File: src/rtl/pipe_stage_pkg.sv
// Shared definitions for the pipeline-register stage: state encoding,
// ID->EX payload layout and its NOP encoding.
package pipe_stage_pkg;

  typedef enum logic [1:0] {
    ST_EMPTY = 2'd0,
    ST_HALF  = 2'd1,
    ST_FULL  = 2'd2
  } pipe_state_e;

  localparam logic        WRITE_DISABLE = 1'b0;
  localparam logic [4:0]  REG_NOP       = 5'd0;
  localparam logic [31:0] ID_NOP        = 32'd0;
  localparam logic [1:0]  TYPE_NOP      = 2'd0;
  localparam logic [31:0] ZERO32        = 32'd0;

  typedef struct packed {
    logic        rd_e;
    logic [4:0]  rd_idx;
    logic [31:0] inst_idx;
    logic [1:0]  inst_type;
    logic [31:0] rs1_data;
    logic [31:0] rs2_data;
  } id_ex_t;

  localparam int ID_EX_W = $bits(id_ex_t);

  localparam id_ex_t ID_EX_NOP = '{
    rd_e:      WRITE_DISABLE,
    rd_idx:    REG_NOP,
    inst_idx:  ID_NOP,
    inst_type: TYPE_NOP,
    rs1_data:  ZERO32,
    rs2_data:  ZERO32
  };

  function automatic logic [1:0] occ_of(input pipe_state_e s);
    case (s)
      ST_HALF: occ_of = 2'd1;
      ST_FULL: occ_of = 2'd2;
      default: occ_of = 2'd0;
    endcase
  endfunction

endpackage

File: src/rtl/pipe_stage_skid_buf.sv
// Skid entry for pipe_stage: catches the beat accepted while the head stalls
// and feeds it back to the main register when the head drains.
module pipe_skid_buf
  import pipe_stage_pkg::*;
#(
  parameter int                DATA_W  = ID_EX_W,
  parameter logic [DATA_W-1:0] NOP_VAL = '0
) (
  input  logic              clk_in,
  input  logic              rst_in,
  input  logic              clear,
  input  logic              load_skid,
  input  logic              pop_skid,
  input  logic [DATA_W-1:0] in_data,
  output logic [DATA_W-1:0] main_next
);

  logic [DATA_W-1:0] skid_q;

  // The entry returns to NOP whenever it is not holding a live beat.
  always_ff @(posedge clk_in or posedge rst_in) begin
    if (rst_in) begin
      skid_q <= NOP_VAL;
    end else if (clear || pop_skid) begin
      skid_q <= NOP_VAL;
    end else if (load_skid) begin
      skid_q <= in_data;
    end
  end

  assign main_next = pop_skid ? skid_q : in_data;

endmodule

File: src/rtl/pipe_stage.sv
// Generic valid/ready pipeline register (ID->EX and friends) with optional
// two-entry skid buffer, flush and NOP fill when empty.
//
// state    | meaning
// ---------+--------------------------------------------------
// ST_EMPTY | no live beat, out_data = NOP_VAL
// ST_HALF  | main register live
// ST_FULL  | main and skid live, upstream blocked (SKID=1 only)
module pipe_stage
  import pipe_stage_pkg::*;
#(
  parameter int                DATA_W  = ID_EX_W,
  parameter logic [DATA_W-1:0] NOP_VAL = DATA_W'(ID_EX_NOP),
  parameter int unsigned       SKID    = 1
) (
  input  logic              clk_in,
  input  logic              rst_in,
  input  logic              in_valid,
  output logic              in_ready,
  input  logic [DATA_W-1:0] in_data,
  input  logic              flush,
  output logic              out_valid,
  input  logic              out_ready,
  output logic [DATA_W-1:0] out_data,
  output logic [1:0]        occupancy
);

  pipe_state_e       state_q, state_d;
  logic [DATA_W-1:0] main_q;
  logic [DATA_W-1:0] main_next;
  logic              ready_q;
  logic              push, pop;
  logic              load_main, load_skid, pop_skid;

  assign out_valid = (state_q != ST_EMPTY);
  assign push      = in_valid & in_ready;
  assign pop       = out_valid & out_ready;
  assign out_data  = out_valid ? main_q : NOP_VAL;
  assign occupancy = occ_of(state_q);

  generate
    if (SKID != 0) begin : g_skid
      assign in_ready = ready_q & (state_q != ST_FULL);

      pipe_skid_buf #(
        .DATA_W  (DATA_W),
        .NOP_VAL (NOP_VAL)
      ) u_skid (
        .clk_in    (clk_in),
        .rst_in    (rst_in),
        .clear     (flush),
        .load_skid (load_skid),
        .pop_skid  (pop_skid),
        .in_data   (in_data),
        .main_next (main_next)
      );
    end else begin : g_noskid
      assign in_ready  = ready_q & (~out_valid | out_ready);
      assign main_next = in_data;
    end
  endgenerate

  // ready_q keeps the first edge after reset from accepting a stale beat.
  always_ff @(posedge clk_in or posedge rst_in) begin
    if (rst_in) begin
      state_q <= ST_EMPTY;
      ready_q <= 1'b0;
    end else begin
      state_q <= state_d;
      ready_q <= 1'b1;
    end
  end

  always_ff @(posedge clk_in or posedge rst_in) begin
    if (rst_in) begin
      main_q <= NOP_VAL;
    end else if (flush) begin
      main_q <= NOP_VAL;
    end else if (load_main) begin
      main_q <= main_next;
    end
  end

  always_comb begin
    state_d   = state_q;
    load_main = 1'b0;
    load_skid = 1'b0;
    pop_skid  = 1'b0;
    if (flush) begin
      state_d = ST_EMPTY;
    end else begin
      case (state_q)
        ST_EMPTY: begin
          if (push) begin
            state_d   = ST_HALF;
            load_main = 1'b1;
          end
        end
        ST_HALF: begin
          if (push && pop) begin
            load_main = 1'b1;
          end else if (push && (SKID != 0)) begin
            state_d   = ST_FULL;
            load_skid = 1'b1;
          end else if (pop) begin
            state_d = ST_EMPTY;
          end
        end
        ST_FULL: begin
          if (pop) begin
            state_d   = ST_HALF;
            load_main = 1'b1;
            pop_skid  = 1'b1;
          end
        end
        default: state_d = ST_EMPTY;
      endcase
    end
  end

endmodule

File: config.mk
export PLATFORM = sky130hd
export DESIGN_NAME = pipe_stage
export DESIGN_NICKNAME = d
export VERILOG_FILES = /design/src/rtl/pipe_stage_pkg.sv /design/src/rtl/pipe_stage_skid_buf.sv /design/src/rtl/pipe_stage.sv
export SDC_FILE = /design/constraint.sdc
export NUM_CORES = 1
export LEC_CHECK = 0
export BUFFER_PORTS_ARGS = -buffer_cell sky130_fd_sc_hd__buf_2
export CAP_MARGIN = 10
export CORE_MARGIN = 1.5
export CORE_UTILIZATION = 49
export DETAILED_ROUTE_END_ITERATION = 8
export GPL_TIMING_DRIVEN = 0
export PLACE_DENSITY = 0.86
export SLEW_MARGIN = 0
export SYNTH_ARGS = -nofsm -noshare
export SYNTH_HDL_FRONTEND = slang
export SYNTH_SLANG_ARGS = --single-unit
File: constraint.sdc
create_clock -name clk_in -period 5.95 [get_ports clk_in]
set_clock_uncertainty 0.05 [all_clocks]
set_input_delay 0.2975 -clock clk_in [delete_from_list [all_inputs] [get_ports clk_in]]
set_output_delay 0.2975 -clock clk_in [all_outputs]
set_load 0.02 [all_outputs]
After elaboration in Yosys (flattened, before gate mapping)
Cells that the tools add are included.
{"block": "op_classes", "n_eq_ne": 7, "muxes": 24, "bitwise": 3, "reduce_logical": 7}
{"cell": "104-bit two-way mux", "n": 6}
{"cell": "2-bit two-way mux", "n": 6}
{"cell": "1-bit two-way mux", "n": 9}
{"cell": "3-bit inequality test, second input constant", "n": 3}
{"cell": "2-bit case mux with 3 select lines", "n": 1}
{"cell": "2-bit nonzero test", "n": 3}
{"cell": "4-bit inequality test, second input constant", "n": 1}
{"cell": "2-bit case mux with 2 select lines", "n": 1}
{"cell": "4-bit AND reduction", "n": 1}
{"cell": "1-bit bitwise AND", "n": 3}
{"cell": "1-bit case mux with 3 select lines", "n": 1}
{"cell": "2-bit by 1-bit equality test with 1-bit output, second input constant", "n": 1}
{"cell": "2-bit equality test, second input constant", "n": 1}
{"cell": "2-bit zero test", "n": 1}
{"cell": "2-bit inequality test, second input constant", "n": 1}
{"cell": "1-bit logical AND", "n": 1}
{"cell": "1-bit logical OR", "n": 1}
{"block": "word_totals", "ff_bits": 211, "inputBits": 109, "output_inout_bits": 108, "word_cells": 45}

Logic depth before layout (Yosys ltp)
Gate-level depths: netlist of run 1.
{"block": "depth", "word_depth": 9, "ltp_mapped": 8}

Hierarchy
A second synthesis of run 1 with hierarchy kept.
{"block": "unflattened", "cells_unflattened": 1043, "area_unflattened_um2": 10582.6}
{"module": "pipe_skid_buf", "instances": 1, "cells_per_inst": 454, "area_per_inst_um2": 5600.4, "seq_area_each_um2": 2602.5}
{"module": "pipe_stage", "instances": 1, "cells_per_inst": 589, "area_per_inst_um2": 4982.3, "seq_area_each_um2": 2677.6}

Least setup slack after synthesis of run 1
No wires, ideal clock.
{"block": "synth_path", "path_kind": "flip-flop to flip-flop", "from": "reg state_q[0]", "to": "reg g_skid.u_skid.skid_q[0]", "setup_time_ns": 0.078, "t_arrival_ns": 1.727, "slack_ns": 4.095, "path_stages_with_launch": 8, "n_path_buf": 3, "synth_period_minus_slack_ns": 1.855, "cell_sequence": "dfrtp_1 nor2b_1 and3_1 clkbuf_1 buf_2 buf_2 nand2_1 a21oi_1"}
{"block": "synth_via", "elab_chain_cells": 8, "word_cells_on_any_way": 18, "cone_classes": "eq/ne (3); mux (8); bitwise (3); reduce/logical (4)"}
{"item": "start, declared", "line": "pipe_stage.sv:28", "rtl": "pipe_state_e state_q, state_d;"}
{"item": "start signal, assigned", "line": "pipe_stage.sv:69", "rtl": "state_q <= state_d;"}
{"item": "2-bit inequality test", "line": "pipe_stage.sv:43", "rtl": "assign in_ready = ready_q & (state_q != ST_FULL);"}
{"item": "1-bit bitwise AND", "line": "pipe_stage.sv:43"}
{"item": "1-bit bitwise AND", "line": "pipe_stage.sv:36", "rtl": "assign push = in_valid & in_ready;"}
{"item": "1-bit two-way mux or 1-bit logical AND (tied branches)", "line": "pipe_stage.sv:102, pipe_stage.sv:100"}
{"item": "1-bit two-way mux", "line": "pipe_stage.sv:100", "rtl": "if (push && pop) begin"}
{"item": "1-bit two-way mux", "line": "pipe_stage.sv:92", "rtl": "case (state_q)"}
{"item": "1-bit two-way mux", "line": "pipe_stage.sv:89", "rtl": "if (flush) begin"}
{"item": "2-bit nonzero test (no line)"}
{"item": "end signal, assigned", "line": "pipe_stage_skid_buf.sv:27", "rtl": "skid_q <= in_data;"}
{"item": "end, declared", "line": "pipe_stage_skid_buf.sv:18", "rtl": "logic [DATA_W-1:0] skid_q;"}
Several ways; a longest one is shown, not always the timed one.
A chain may end at the register's enable or synchronous reset.

Final worst setup path of run 1
{"block": "layout_path", "from": "reg state_q[0]", "to": "out out_data[52]"}
{"block": "layout_via", "elab_chain_cells": 2}
{"item": "2-bit nonzero test", "line": "pipe_stage.sv:35", "rtl": "assign out_valid = (state_q != ST_EMPTY);"}
{"item": "104-bit two-way mux", "line": "pipe_stage.sv:38", "rtl": "assign out_data = out_valid ? main_q : NOP_VAL;"}
{"item": "end, declared", "line": "pipe_stage.sv:24", "rtl": "output logic [DATA_W-1:0] out_data,"}
No other way between the ends.

==> results of run 1 <==
-- path summary, 6_finish.rpt --
kind | from | end | slack [ps] | cells after the start
max | state_q[0] | out_data[52] | 2900 | 6
max reg2reg | state_q[0] | main_q[28] | 3340 | 6
min | in_data[44] | g_skid.u_skid.skid_q[44] | 7 | 3
min reg2reg | main_q[71] | main_q[71] | 420 | 2
max in group asynchronous | rst_in | main_q[34] | 4400 | 6
min in group asynchronous | rst_in | main_q[80] | 370 | 3
-- layer usage --
| layer | wire length (um) | up-vias |
|---|---|---|
| met4 | 1300 | 0 |
| met3 | 2140 | 107 |
| met5 | 0 | - |
| met1 | 11100 | 4322 |
| li1 | - | 4190 |
| met2 | 13700 | 490 |
-- layout make-up --
cell class / instances / area share, %
Timing Repair Buffer: 295 / 15.4
Clock inverter: 10 / 1.05
Tap cell: 260 / 2.60
Inverter: 2 / 0.0901
Buffer: 92 / 3.17
Antenna cell: 3 / 0.0601
Multi-Input combinational cell: 751 / 30.4
Clock buffer: 29 / 4.94
Sequential cell: 211 / 42.2
-- cells in the mapped netlist (2+ instances only) --
library cell,number,area share [%]
inv_1,2,0.079
nand2_1,312,12
a21oi_1,106,5.6
buf_6,4,0.47
buf_2,17,0.90
clkbuf_1,71,2.8
dfrtp_1,211,56
o21ai_1,3,0.16
and2_1,105,6.9
nor2b_1,4,0.26
o21ai_0,101,5.3
nor2_1,5,0.20
a22oi_1,104,8.2
-- state kept, by name, indices dropped and copies added, names as in the netlist --
| signal | flops |
|---|---|
| g_skid.u_skid.skid_q | 104 |
| main_q | 104 |
| state_q | 2 |
| ready_q | 1 |
-- logic make-up (layout without fill, tap and decap cells) --
family                 Yosys count  count (layout)
AOI/OAI and AO/OA              316             316
other                            1               4
DFF                            211             211
buffers and inverters           94             428
and+or+nand+nor                434             434
-- worst max-delay path: cells and delay by family (launching register included) --
kind | cells | cell delay (ps)
and+or+nand+nor | 2 | 350
buffers and inverters | 4 | 1420
DFF | 1 | 440
-- where the power goes --
part           leakage (nW)  internal [mW]  switching [mW]
Clock                 0.369          0.862           0.563
Combinational          2.53          0.157           0.244
Sequential             2.84           1.50          0.0353
Total                  5.74           2.52           0.842
==> run_results.csv, run 1 <==
group,metric,value,unit
run_status,outcome,"finished, final reports clean",
floorplanning,dieHeight,142,um
floorplanning,rows,50,
clocking,post_cts_buffers,0,
timing,worst_pin_slew,885,ps
placement,io_buffers,215,
cells_and_area,fin_nets,1484,
drt,drt-total-wl,28200,um
clocking,clk_pin_slew,60,ps
synth,synth.avg_cell_area,8.98,sq um
floorplanning,ios,217,
power,power.total,3.36,mW
cells_and_area,final_common_cell,"nand2_1",
setup_path,slowest_delay,580,ps
job,maxCapViolations,0,
synth,synth_nets,1165,
cells_and_area,layout_common_cells,"nand2_1, buf_2, dfrtp_1",
timing,hold_ws,7.24,ps
timing,final.min_clock_period,3050,ps
cells_and_area,area_growth,31.8,%
setup_path,crit_chain,"nor2_1 > inv_1 > clkbuf_1 > clkbuf_1 > and2_1 > buf_2",
min_path,holdCritPathClass,"input pin to register",
clocking,tritoncts,"built",
synth,synth_ff_type,"dfrtp_1",
synth,synth_compound_gate_area_share,19.7,%
drt,routedWlPerCell,17.1,um
power,power.leakage,5.74,nW
timing,timing.final.crit_share,51.3,%
floorplanning,core_area,18800,sq um
cells_and_area,multi_input_area,3800,sq um
placement,dp_cells,1536,
synth,synth_xor_area_share,0,%
timing,slew_violations,0,
timing,rsz0062_at_grt,"false",
floorplanning,start_util,50.4,%
synth,muxShareOfSynthArea,0,%
placement,place_ws,3430,ps
timing,worst_slack,2900,ps
grt,grt.overflow.total,0,
cells_and_area,layout-drive-gt1-share,20.1,%
drt,final_antenna_net_count,0,
grt,top_usage_layer,"met2",
clocking,cts_buffers,22,
synth,synth_edf_count,0,
clocking,cts_hold_buf,75,
setup_path,crit_slowest_cell,"clkbuf_1",
synth,synth_warnings,0,
synth,ys_types,24,
grt,grt_use_total,28.2,%
clocking,root_buffer,"clkbuf_16",
timing,fin_setup_tns,0,ps
power,power_density,269,nW/um^2
placement,postPlaceCellArea,11000,sq um
clocking,cts.sinks,211,
grt,grt_use_met3,5.15,%
grt,grt_max_degree,44,
synth,synth.yosys.seq_area_share,55.7,%
synth,synthCells,1056,
setup_path,path_class,"register to output port",
timing,setup_viol,0,
timing,hold_viol,0,
drt,drt-initial-drc-count,588,
drt,via_count,9109,
floorplanning,chipWidth,142,um
drt,drt-vias-per-instance,5.51,
cells_and_area,fillers,1397,
placement,routabilityCongestion,0.863,
floorplanning,die_area,20200,sq um
clocking,clk_path_buf_depth,3,
setup_path,cp_common_cell,"clkbuf_1",
grt,grt_util_met2,45.9,%
setup_path,crit_arrival,2710,ps
grt,antenna_found_initial,2,
grt,grt_first_pass_wirelength,45400,um
synth,ys_async_sr_fraction,100,%
setup_path,start_kind,"register",
drt,drc,0,
synth,synthAdderAreaFrac,0,%
setup_path,worst_setup_path_end_kind,"output port",
power,peakVddDrop,0.000210,V
grt,grt_pass1_vias,8990,
setup_path,crit_fanout,10,
timing,relSlewSlack,41.0,%
clocking,htreeDepth,1,
drt,dr.pass1.iters,8,
grt,use_met1,36.7,%
synth,synth_top_family_by_area,"simple AND/OR/NAND/NOR gates",
cells_and_area,final-seq-area,5280,sq um
cells_and_area,fin_util,66.4,%
setup_path,required,5600,ps
synth,ys_ff_latch,211,
synth,yosys.area_share.simple,20.4,%
synth,synthesis.area,9490,sq um
placement,hpwlAfterDp,18300,um
clocking,clk_latency,500,ps
clocking,post_cts_resized,0,
cells_and_area,fin_area,12500,sq um
timing,clock.fmax,327,MHz
cells_and_area,stdcell_count,1653,
No activity file was read; power rests on OpenSTA's default activity.
==> inputs of run 2 (changes only) <==
Clock period 5.95 ns to 2.6 ns, I/O delays scaled along.
==> run 2 against run 1 <==
Net effect: clock-buffer cell count unchanged; register-to-register slack worse by 3200 ps; worst hold slack better by 72 ps; total power up 130%; core utilization up 1.8 points; worst setup slack worse by 2800 ps; critical path type is now register to register; largest cell class unchanged; cell count up 1.9%.
==> run_results.csv, run 2 (same netlist as run 1, synthesis figures left out) <==
group,metric,value,unit
run_status,outcome,"finished, final reports clean",
timing,clock.fmax,399,MHz
drt,via_count,9375,
setup_path,crit_arrival,2850,ps
power,power_density,605,nW/um^2
cells_and_area,fin_util,68.2,%
clocking,post_cts_buffers,0,
timing,slew_violations,0,
timing,worst_pin_slew,907,ps
grt,grt_first_pass_wirelength,46800,um
grt,grt_use_total,29.2,%
grt,antenna_found_initial,1,
drt,drt-total-wl,29600,um
clocking,clk_path_buf_depth,3,
clocking,cts.sinks,211,
grt,grt_max_degree,44,
timing,fin_setup_tns,0,ps
timing,timing.final.crit_share,96.4,%
floorplanning,chipWidth,142,um
floorplanning,die_area,20200,sq um
power,power.total,7.76,mW
drt,dr.pass1.iters,6,
drt,final_antenna_net_count,0,
drt,drc,0,
floorplanning,core_area,18800,sq um
floorplanning,dieHeight,142,um
job,maxCapViolations,0,
setup_path,required,2950,ps
cells_and_area,area_growth,35.3,%
cells_and_area,final_common_cell,"nand2_1",
clocking,root_buffer,"clkbuf_16",
drt,drt-initial-drc-count,677,
cells_and_area,layout_common_cells,"nand2_1, buf_2, dfrtp_1",
power,power.leakage,5.90,nW
cells_and_area,fillers,1367,
min_path,holdCritPathClass,"input pin to register",
cells_and_area,layout-drive-gt1-share,20.2,%
cells_and_area,fin_area,12800,sq um
timing,relSlewSlack,39.5,%
placement,hpwlAfterDp,18300,um
setup_path,worst_setup_path_end_kind,"register",
timing,setup_viol,0,
timing,final.min_clock_period,2510,ps
placement,io_buffers,215,
placement,routabilityCongestion,0.863,
power,peakVddDrop,0.000498,V
clocking,cts_buffers,22,
clocking,clk_pin_slew,60,ps
drt,drt-vias-per-instance,5.56,
timing,rsz0062_at_grt,"true",
floorplanning,rows,50,
clocking,htreeDepth,1,
floorplanning,ios,217,
setup_path,path_class,"register to register",
timing,hold_viol,0,
setup_path,start_kind,"register",
drt,routedWlPerCell,17.6,um
cells_and_area,fin_nets,1517,
clocking,clk_latency,500,ps
grt,grt_pass1_vias,9350,
clocking,tritoncts,"built",
timing,hold_ws,79.2,ps
grt,grt.overflow.total,0,
placement,postPlaceCellArea,11000,sq um
floorplanning,start_util,50.4,%
cells_and_area,top_regs,"g_skid.u_skid.skid_q x104, main_q x104, state_q x2",
setup_path,crit_fanout,10,
[run 2: changes by cell type in the layout (fill, tap and decap cells not counted)]
cell and change:
clkbuf_1 -7, dlygate4sd3_1 +33, inv_1 -1, diode_2 -1, inv_2 +1, clkbuf_2 +6
clkbuf_4 +1
[run 2: path summary, 6_finish.rpt]
path / startpoint / to / slack, ps / depth (start not counted)
worst max-delay path: ready_q / g_skid.u_skid.skid_q[82] / 90 / 7
worst min-delay path: in_valid / state_q[0] / 80 / 4
worst max register to register: ready_q / g_skid.u_skid.skid_q[82] / 90 / 7
worst min register to register: main_q[95] / main_q[95] / 420 / 2
max in group asynchronous: rst_in / main_q[40] / 1210 / 6
min in group asynchronous: rst_in / main_q[80] / 200 / 3
[run 2: timing repair]
| action | 4_1_cts | 5_1_grt |
|---|---|---|
| endpoints found under the hold margin | 230 | 0 |
| endpoints found under the setup margin | 50 | 104 |
| hold buffers | 108 | 0 |
| gates resized for setup | 3 | 11 |
[run 2: where the power goes]
group | internal [mW] | switching (mW)
Sequential | 3.44 | 0.0814
Combinational | 0.394 | 0.573
Clock | 1.97 | 1.30
[run 2: final cells by class]
cell class	count	area [sq um]	area share (%)
plain buffers	92	408	3.18
multi-input cells	751	3800	29.6
flip-flops and latches	211	5280	41.1
clock buffers	29	618	4.81
repair buffers	328	2260	17.6
diodes	2	5.00	0.0390
inverters	2	11.3	0.0877
well taps	260	325	2.53
clock inverters	10	131	1.02
[run 2: routing by layer]
layer  up-vias  wire, um  global-route usage, %
li1       4253         -                      -
met1      4486     11500                   37.0
met2       514     14700                   49.1
met3       122      2050                   4.64
met4         0      1320                   14.3
met5         -         0                      0
[run 2: critical path, stage by stage, from the launching register on]
cell and delay, ps:
dfrtp_1 390, and2_1 140, clkbuf_1 170, nand3_1 310, clkbuf_1 520, clkbuf_1 470
nand2_1 120, a21oi_1 220
[run 2: stage by stage]
stage,worst slack (ps),cells
floorplan,-322,1056
global placement,-1510,1531
detailed placement,78.5,1536
CTS,42.7,1683
global route,-5.35,1684
finish,94.5,1685
